[config.mk]
export PLATFORM = sky130hd
export DESIGN_NAME = cache_set_controller
export DESIGN_NICKNAME = d
export VERILOG_FILES = /design/src/rtl/cache_set_controller.sv
export SDC_FILE = /design/constraint.sdc
export NUM_CORES = 1
export LEC_CHECK = 0
export BUFFER_PORTS_ARGS = -buffer_cell sky130_fd_sc_hd__buf_2
export CAP_MARGIN = 20
export CORE_MARGIN = 2
export CORE_UTILIZATION = 42
export DETAILED_ROUTE_END_ITERATION = 10
export PLACE_DENSITY = 0.71
export SYNTH_ARGS = -nofsm -noshare
export SYNTH_HDL_FRONTEND = slang
export SYNTH_SLANG_ARGS = --single-unit
[constraint.sdc]
create_clock -name clk -period 3.4 [get_ports clk]
set_input_delay 0.34 -clock clk [delete_from_list [all_inputs] [get_ports clk]]
set_output_delay 0.34 -clock clk [all_outputs]
set_load 0.03 [all_outputs]
[src/rtl/cache_set_controller.sv]
// Sequencing controller for one 4-way set-associative cache set.
// Probes all ways, picks a hit / empty / LRU victim way, strobes it for one
// cycle, keeps the 2-bit age ordering and returns the byte over a response
// handshake. Every output is a flop so nothing glitches toward the ways.
module cache_set_controller #(
  parameter int ADDRESS_WORD_SIZE = 32,
  parameter int COUNTER_WIDTH     = 16
) (
  input  logic                         clk,
  input  logic                         rst_b,
  input  logic                         req_valid,
  output logic                         req_ready,
  input  logic                         req_write,
  input  logic [ADDRESS_WORD_SIZE-1:0] req_address,
  input  logic [7:0]                   req_wdata,
  output logic                         resp_valid,
  input  logic                         resp_ready,
  output logic [7:0]                   resp_data,
  output logic                         resp_hit,
  output logic [1:0]                   resp_way,
  output logic [ADDRESS_WORD_SIZE-1:0] way_address,
  output logic [7:0]                   way_write_data,
  output logic [3:0]                   way_ready,
  output logic [3:0]                   way_try_read,
  output logic [3:0]                   way_try_write,
  output logic [3:0]                   way_reset_age,
  output logic [3:0]                   way_increment_age,
  input  logic [3:0]                   way_hit,
  input  logic [3:0]                   way_empty,
  input  logic [7:0]                   way_age,
  input  logic [31:0]                  way_data,
  output logic [COUNTER_WIDTH-1:0]     hit_count,
  output logic [COUNTER_WIDTH-1:0]     miss_count,
  output logic                         multi_hit_err
);

  typedef enum logic [2:0] {
    IDLE    = 3'd0,
    PROBE   = 3'd1,
    EVAL    = 3'd2,
    ACCESS  = 3'd3,
    CAPTURE = 3'd4,
    RESP    = 3'd5
  } state_e;

  state_e                       state_q, state_d;
  logic                         req_ready_q, req_ready_d;
  logic                         write_q, write_d;
  logic [ADDRESS_WORD_SIZE-1:0] way_address_q, way_address_d;
  logic [7:0]                   way_write_data_q, way_write_data_d;
  logic [1:0]                   sel_way_q, sel_way_d;
  logic                         sel_hit_q, sel_hit_d;
  logic [3:0]                   way_ready_q, way_ready_d;
  logic [3:0]                   way_try_read_q, way_try_read_d;
  logic [3:0]                   way_try_write_q, way_try_write_d;
  logic [3:0]                   way_reset_age_q, way_reset_age_d;
  logic [3:0]                   way_increment_age_q, way_increment_age_d;
  logic                         resp_valid_q, resp_valid_d;
  logic [7:0]                   resp_data_q, resp_data_d;
  logic                         resp_hit_q, resp_hit_d;
  logic [1:0]                   resp_way_q, resp_way_d;
  logic [COUNTER_WIDTH-1:0]     hit_count_q, hit_count_d;
  logic [COUNTER_WIDTH-1:0]     miss_count_q, miss_count_d;
  logic                         multi_hit_err_q, multi_hit_err_d;

  logic       hit_found, empty_found, multi_hit;
  logic [1:0] hit_idx, empty_idx, oldest_idx, eval_sel;
  logic [1:0] oldest_age, eval_age;
  logic [3:0] eval_onehot, eval_inc;

  // Way selection from the probe results: lowest hit, else lowest empty, else
  // lowest-index oldest. The increment mask is resolved here against the
  // selected way's age so the ACCESS strobes can come straight from flops.
  always_comb begin
    hit_found   = 1'b0;
    hit_idx     = 2'd0;
    empty_found = 1'b0;
    empty_idx   = 2'd0;
    oldest_idx  = 2'd0;
    oldest_age  = way_age[1:0];
    for (int i = 3; i >= 0; i--) begin
      if (way_hit[i]) begin
        hit_found = 1'b1;
        hit_idx   = 2'(i);
      end
      if (way_empty[i]) begin
        empty_found = 1'b1;
        empty_idx   = 2'(i);
      end
    end
    for (int i = 1; i < 4; i++) begin
      if (way_age[2*i +: 2] > oldest_age) begin
        oldest_age = way_age[2*i +: 2];
        oldest_idx = 2'(i);
      end
    end
    if (hit_found)        eval_sel = hit_idx;
    else if (empty_found) eval_sel = empty_idx;
    else                  eval_sel = oldest_idx;
    eval_age    = way_age[{eval_sel, 1'b0} +: 2];
    eval_onehot = 4'b0001 << eval_sel;
    eval_inc    = 4'b0000;
    for (int j = 0; j < 4; j++) begin
      if ((2'(j) != eval_sel) && !way_empty[j] &&
          (!hit_found || (way_age[2*j +: 2] < eval_age))) begin
        eval_inc[j] = 1'b1;
      end
    end
    multi_hit = |(way_hit & (way_hit - 4'd1));
  end

  // Next-state and next-output computation for the transaction sequencer.
  always_comb begin
    state_d             = state_q;
    req_ready_d         = req_ready_q;
    write_d             = write_q;
    way_address_d       = way_address_q;
    way_write_data_d    = way_write_data_q;
    sel_way_d           = sel_way_q;
    sel_hit_d           = sel_hit_q;
    way_ready_d         = 4'b0000;
    way_try_read_d      = 4'b0000;
    way_try_write_d     = 4'b0000;
    way_reset_age_d     = 4'b0000;
    way_increment_age_d = 4'b0000;
    resp_valid_d        = resp_valid_q;
    resp_data_d         = resp_data_q;
    resp_hit_d          = resp_hit_q;
    resp_way_d          = resp_way_q;
    hit_count_d         = hit_count_q;
    miss_count_d        = miss_count_q;
    multi_hit_err_d     = multi_hit_err_q;
    case (state_q)
      IDLE: begin
        if (req_valid) begin
          way_address_d    = req_address;
          way_write_data_d = req_wdata;
          write_d          = req_write;
          req_ready_d      = 1'b0;
          state_d          = PROBE;
        end
      end
      PROBE: begin
        state_d = EVAL;
      end
      EVAL: begin
        sel_way_d           = eval_sel;
        sel_hit_d           = hit_found;
        way_ready_d         = eval_onehot;
        way_try_read_d      = write_q ? 4'b0000 : eval_onehot;
        way_try_write_d     = write_q ? eval_onehot : 4'b0000;
        way_reset_age_d     = eval_onehot;
        way_increment_age_d = eval_inc;
        if (multi_hit) multi_hit_err_d = 1'b1;
        state_d = ACCESS;
      end
      ACCESS: begin
        if (sel_hit_q) begin
          if (hit_count_q != '1) hit_count_d = hit_count_q + COUNTER_WIDTH'(1);
        end else begin
          if (miss_count_q != '1) miss_count_d = miss_count_q + COUNTER_WIDTH'(1);
        end
        state_d = CAPTURE;
      end
      CAPTURE: begin
        resp_data_d  = way_data[{sel_way_q, 3'b000} +: 8];
        resp_hit_d   = sel_hit_q;
        resp_way_d   = sel_way_q;
        resp_valid_d = 1'b1;
        state_d      = RESP;
      end
      RESP: begin
        if (resp_ready) begin
          resp_valid_d = 1'b0;
          req_ready_d  = 1'b1;
          state_d      = IDLE;
        end
      end
      default: begin
        resp_valid_d = 1'b0;
        req_ready_d  = 1'b1;
        state_d      = IDLE;
      end
    endcase
  end

  // State and output registers; reset aborts any transaction in flight.
  always_ff @(posedge clk or negedge rst_b) begin
    if (!rst_b) begin
      state_q             <= IDLE;
      req_ready_q         <= 1'b1;
      write_q             <= 1'b0;
      way_address_q       <= '0;
      way_write_data_q    <= 8'd0;
      sel_way_q           <= 2'd0;
      sel_hit_q           <= 1'b0;
      way_ready_q         <= 4'b0000;
      way_try_read_q      <= 4'b0000;
      way_try_write_q     <= 4'b0000;
      way_reset_age_q     <= 4'b0000;
      way_increment_age_q <= 4'b0000;
      resp_valid_q        <= 1'b0;
      resp_data_q         <= 8'd0;
      resp_hit_q          <= 1'b0;
      resp_way_q          <= 2'd0;
      hit_count_q         <= '0;
      miss_count_q        <= '0;
      multi_hit_err_q     <= 1'b0;
    end else begin
      state_q             <= state_d;
      req_ready_q         <= req_ready_d;
      write_q             <= write_d;
      way_address_q       <= way_address_d;
      way_write_data_q    <= way_write_data_d;
      sel_way_q           <= sel_way_d;
      sel_hit_q           <= sel_hit_d;
      way_ready_q         <= way_ready_d;
      way_try_read_q      <= way_try_read_d;
      way_try_write_q     <= way_try_write_d;
      way_reset_age_q     <= way_reset_age_d;
      way_increment_age_q <= way_increment_age_d;
      resp_valid_q        <= resp_valid_d;
      resp_data_q         <= resp_data_d;
      resp_hit_q          <= resp_hit_d;
      resp_way_q          <= resp_way_d;
      hit_count_q         <= hit_count_d;
      miss_count_q        <= miss_count_d;
      multi_hit_err_q     <= multi_hit_err_d;
    end
  end

  assign req_ready         = req_ready_q;
  assign resp_valid        = resp_valid_q;
  assign resp_data         = resp_data_q;
  assign resp_hit          = resp_hit_q;
  assign resp_way          = resp_way_q;
  assign way_address       = way_address_q;
  assign way_write_data    = way_write_data_q;
  assign way_ready         = way_ready_q;
  assign way_try_read      = way_try_read_q;
  assign way_try_write     = way_try_write_q;
  assign way_reset_age     = way_reset_age_q;
  assign way_increment_age = way_increment_age_q;
  assign hit_count         = hit_count_q;
  assign miss_count        = miss_count_q;
  assign multi_hit_err     = multi_hit_err_q;

endmodule

==> results.md <==
* Status: finished clean
* Synthesized area per cell at 12.42 um^2
* Worst Setup End Kind: flip-flop
* Drt first pass iters at 4
* Yosys top cell by area: dfrtp_1
* CTS tree: built
* CP cell instances: buf_12, inv_12, ha_4, and2b_2, o21ai_4, o31ai_4, ha_1, or2b_4, and2_4, a21oi_4, ha_4, nor2b_4, buf_6, o21ai_4, nand3_2, a22oi_2, a21oi_1, a2111oi_2
* Worst Hold Slack at 0.2140 ns
* Synth Area in Adders at 2.415%
* Sink Count at 109
* Required time of the worst setup path at 3.61 ns
* Largest family of logic cells by synthesized area: multiplexers
* Area share of the largest cell type after synthesis at 52.17%
* Pint at 3.132 mW
* Via count at 4145
* Final setup viols at 0
* Clock network fraction of design power at 18.6%
* DIE AREA at 13240 um^2
* Hold Path Class: in -> reg
* Worst Path Arrival at 3.54 ns
* Clock Pin Slew Worst Setup and Hold Paths at 0.07 ns
* Comb pwr share at 43.5%
* Total CTS buffers at 9
* Synth warn at 0
* Final HPWL DP at 9712 um
* Crit Path Max Fanout at 5
* IO buf count at 198
* Max Used Layer: met4
* Final WS setup at 0.07562 ns
* Register area share after synthesis at 52.68%
* WL met2 at 6383 um
* FFs w/ async S/R, synth at 100.0%
* FF+latch count, synth at 109
* Fin area at 7041 um^2
* Wl on met1 at 5230 um
* Fin crit period at 3.324 ns
* H-tree Lvls at 3
* DR WL/cell at 15.98 um
* Cell area after placement at 6534 um^2
* Dominant synthesized flop cell: dfrtp_1
* Max Clk Rate at 300.8 MHz
* Synthesized Nets at 520
* Die W at 115.1 um
* Met3 routed WL at 683 um
* Worst Setup Slack post-DPL at -0.4605 ns
* Slowest-stage cell, CP: a2111oi_2
* Flop pwr share at 37.8%
* Sw Pwr at 2.166 mW
* WS Path Type: in -> reg
* Top Ports at 199
* Iter 0 DRT Violations at 156
* Compound-Gate Fraction of Synth Area at 9.444%
* Area growth from synthesis to layout at 35.92%
* Fin util at 58.61%
* Most instantiated library cell after synthesis: dfrtp_1
* Nets at 740
* Clock Latency Late Sink at 0.35 ns
* Die height at 115.1 um
* Vias per inst at 5.253
* Slew headroom at 43.04%
* Worst slew pin tran at 0.8526 ns
* Synth top area cells: dfrtp_1 52%, mux2_2 12%, xnor2_1 4.1%
* Vias in the first global route at 4208
* GPL Wtd Cong at 0.8434
* Mux cell area share after synthesis at 15.22%
* Total Routing Usage GR at 19.22%
* Number of distinct library cells after synthesis at 63
* Grt ovf at 0
* Max-slew violation count at 0
* Total wire length at 12610 um
* Core area at 12010 um^2
* First-pass GRT wire length at 20130 um
* List of most frequent post-synthesis cells: 108 x dfrtp_1, 54 x mux2_2, 31 x nor2_1, 24 x nand2_1, 24 x xnor2_1
* Site row count at 40
* Antenna-violating nets left at 0
* Post-Syn Area at 5180 um^2
* Final worst-path cycle share at 97.78%
* Share of cells above drive strength 1 at 54.60%
* Setup TNS at 0 ns
* Pwr/cell area at 752.6 nW/um^2
* Clock Skews at 0.01226 ns
* EDFF count, synth at 0
* Max incr delay on CP at 0.43 ns
* Worst Setup Start Kind: input pin
* Placed cells at 767
* Lkg Pwr at 3.374 nW
* Endpoints failing hold at 0
* Root Driver: clkbuf_16
* Peak VDD IR at 0.2884 mV
* Largest net degree at the start of global routing at 86
* Post-route DRC at 0
* Total Power at 5.299 mW
* Antenna violations before repair at 0
* Gate Count Post-Synth at 417
* Synth Area in Simple Gates at 12.25%
* CTS Buffer Depth at 2
* Max-cap violations at 0
* Net Sw Frac at 40.89%
* RSZ-0062 raised after global routing: yes
* Non-filler instance count after layout at 789
* Initial core utilization at 43.13%
* Synth Area in XOR/XNOR at 5.242%
-- what timing repair did --
| action | in CTS | in global routing |
|---|---|---|
| setup buffers | 2 | 2 |
| pin swaps | 3 | 17 |
| gates resized for setup | 3 | 27 |
| hold buffers | 0 | 1 |
| endpoints found under the setup margin | 1 | 11 |
| endpoints found under the hold margin | 0 | 13 |
-- sequential cells by signal (all words and copies together) (netlist names), 2 cells and up --
signal / flops
resp_data: 8
hit_count: 16
way_try_write: 4
way_increment_age: 4
resp_way: 2
state_q: 3
way_address: 32
sel_way_q: 2
way_reset_age: 4
miss_count: 16
way_try_read: 4
way_write_data: 8
-- cell usage in the layout, fill, tap and decap left out, types with 3 or more instances in the layout --
master / n
ha_1: 7
and4_1: 4
nand2_1: 22
xor2_1: 7
mux4_2: 8
nand3_1: 10
a221oi_1: 3
inv_1: 12
nor2_1: 26
and2b_2: 3
and3_1: 4
mux2_2: 54
nor2_4: 3
ha_4: 3
nor3_1: 6
a21oi_1: 9
buf_4: 26
and2_1: 7
buf_2: 195
nand4_1: 12
dfrtp_1: 108
clkinvlp_4: 3
xnor2_1: 24
clkbuf_16: 9
-- worst paths after layout --
check	slack (ns)	cells past startpoint	from	to
setup reg to reg	1.22	6	hit_count[0]$_DFFE_PN0P_	hit_count[7]$_DFFE_PN0P_
hold / removal	0.21	2	resp_ready	state_q[0]$_DFFE_PN0P_
hold reg to reg	0.47	2	req_ready$_DFFE_PN1P_	req_ready$_DFFE_PN1P_
max in group asynchronous	2.17	3	rst_b	hit_count[9]$_DFFE_PN0P_
min in group asynchronous	0.50	2	rst_b	way_address[3]$_DFFE_PN0P_
setup / recovery	0.08	18	way_age[1]	way_increment_age[3]$_DFF_PN0_
-- critical path: cells and delay by family --
family                   cells  cell delay (ns)
buffers and inverters        3             0.23
adder cells (fa/ha/maj)      3             0.67
AO/OA/AOI/OAI                7             1.44
AND/OR/NAND/NOR              5             0.85
-- power groups by stage --
stage	Combinational [mW]	Sequential (mW)	Clock, mW
3_5_place_dp	2.27	2.03	0
3_3_place_gp	2.23	2.01	0
4_1_cts	2.27	2.01	1.02
6_report	2.31	2.01	0.987
2_1_floorplan	0.888	2.70	0
5_1_grt	2.46	2.08	1.07
-- cells by family (layout without fill, tap and decap cells) --
kind of cell,count (synthesis),in the layout
buffers and inverters,32,256
DFF,109,109
adders and majority gates,10,10
xor gates and xnor gates,31,31
muxes,62,62
and+or+nand+nor,119,119
other,0,1
AOI/OAI and AO/OA,54,54
-- final cells by class --
type,count,area (um^2)
Tap cell,147,183.9
Antenna cell,1,2.502
Clock buffer,10,239.0
Fill cell,1024,4971
Inverter,15,73.82
Clock inverter,5,42.54
Timing Repair Buffer,226,1255
Multi-Input combinational cell,276,2515
Sequential cell,109,2729
-- per-layer routing --
layer	track usage, %	vias up
met5	0	-
met4	7.550	0
met3	4.533	27
met2	32.55	126
met1	23.87	2057
li1	-	1935
Note: power is estimated with default switching activity, not from simulation.
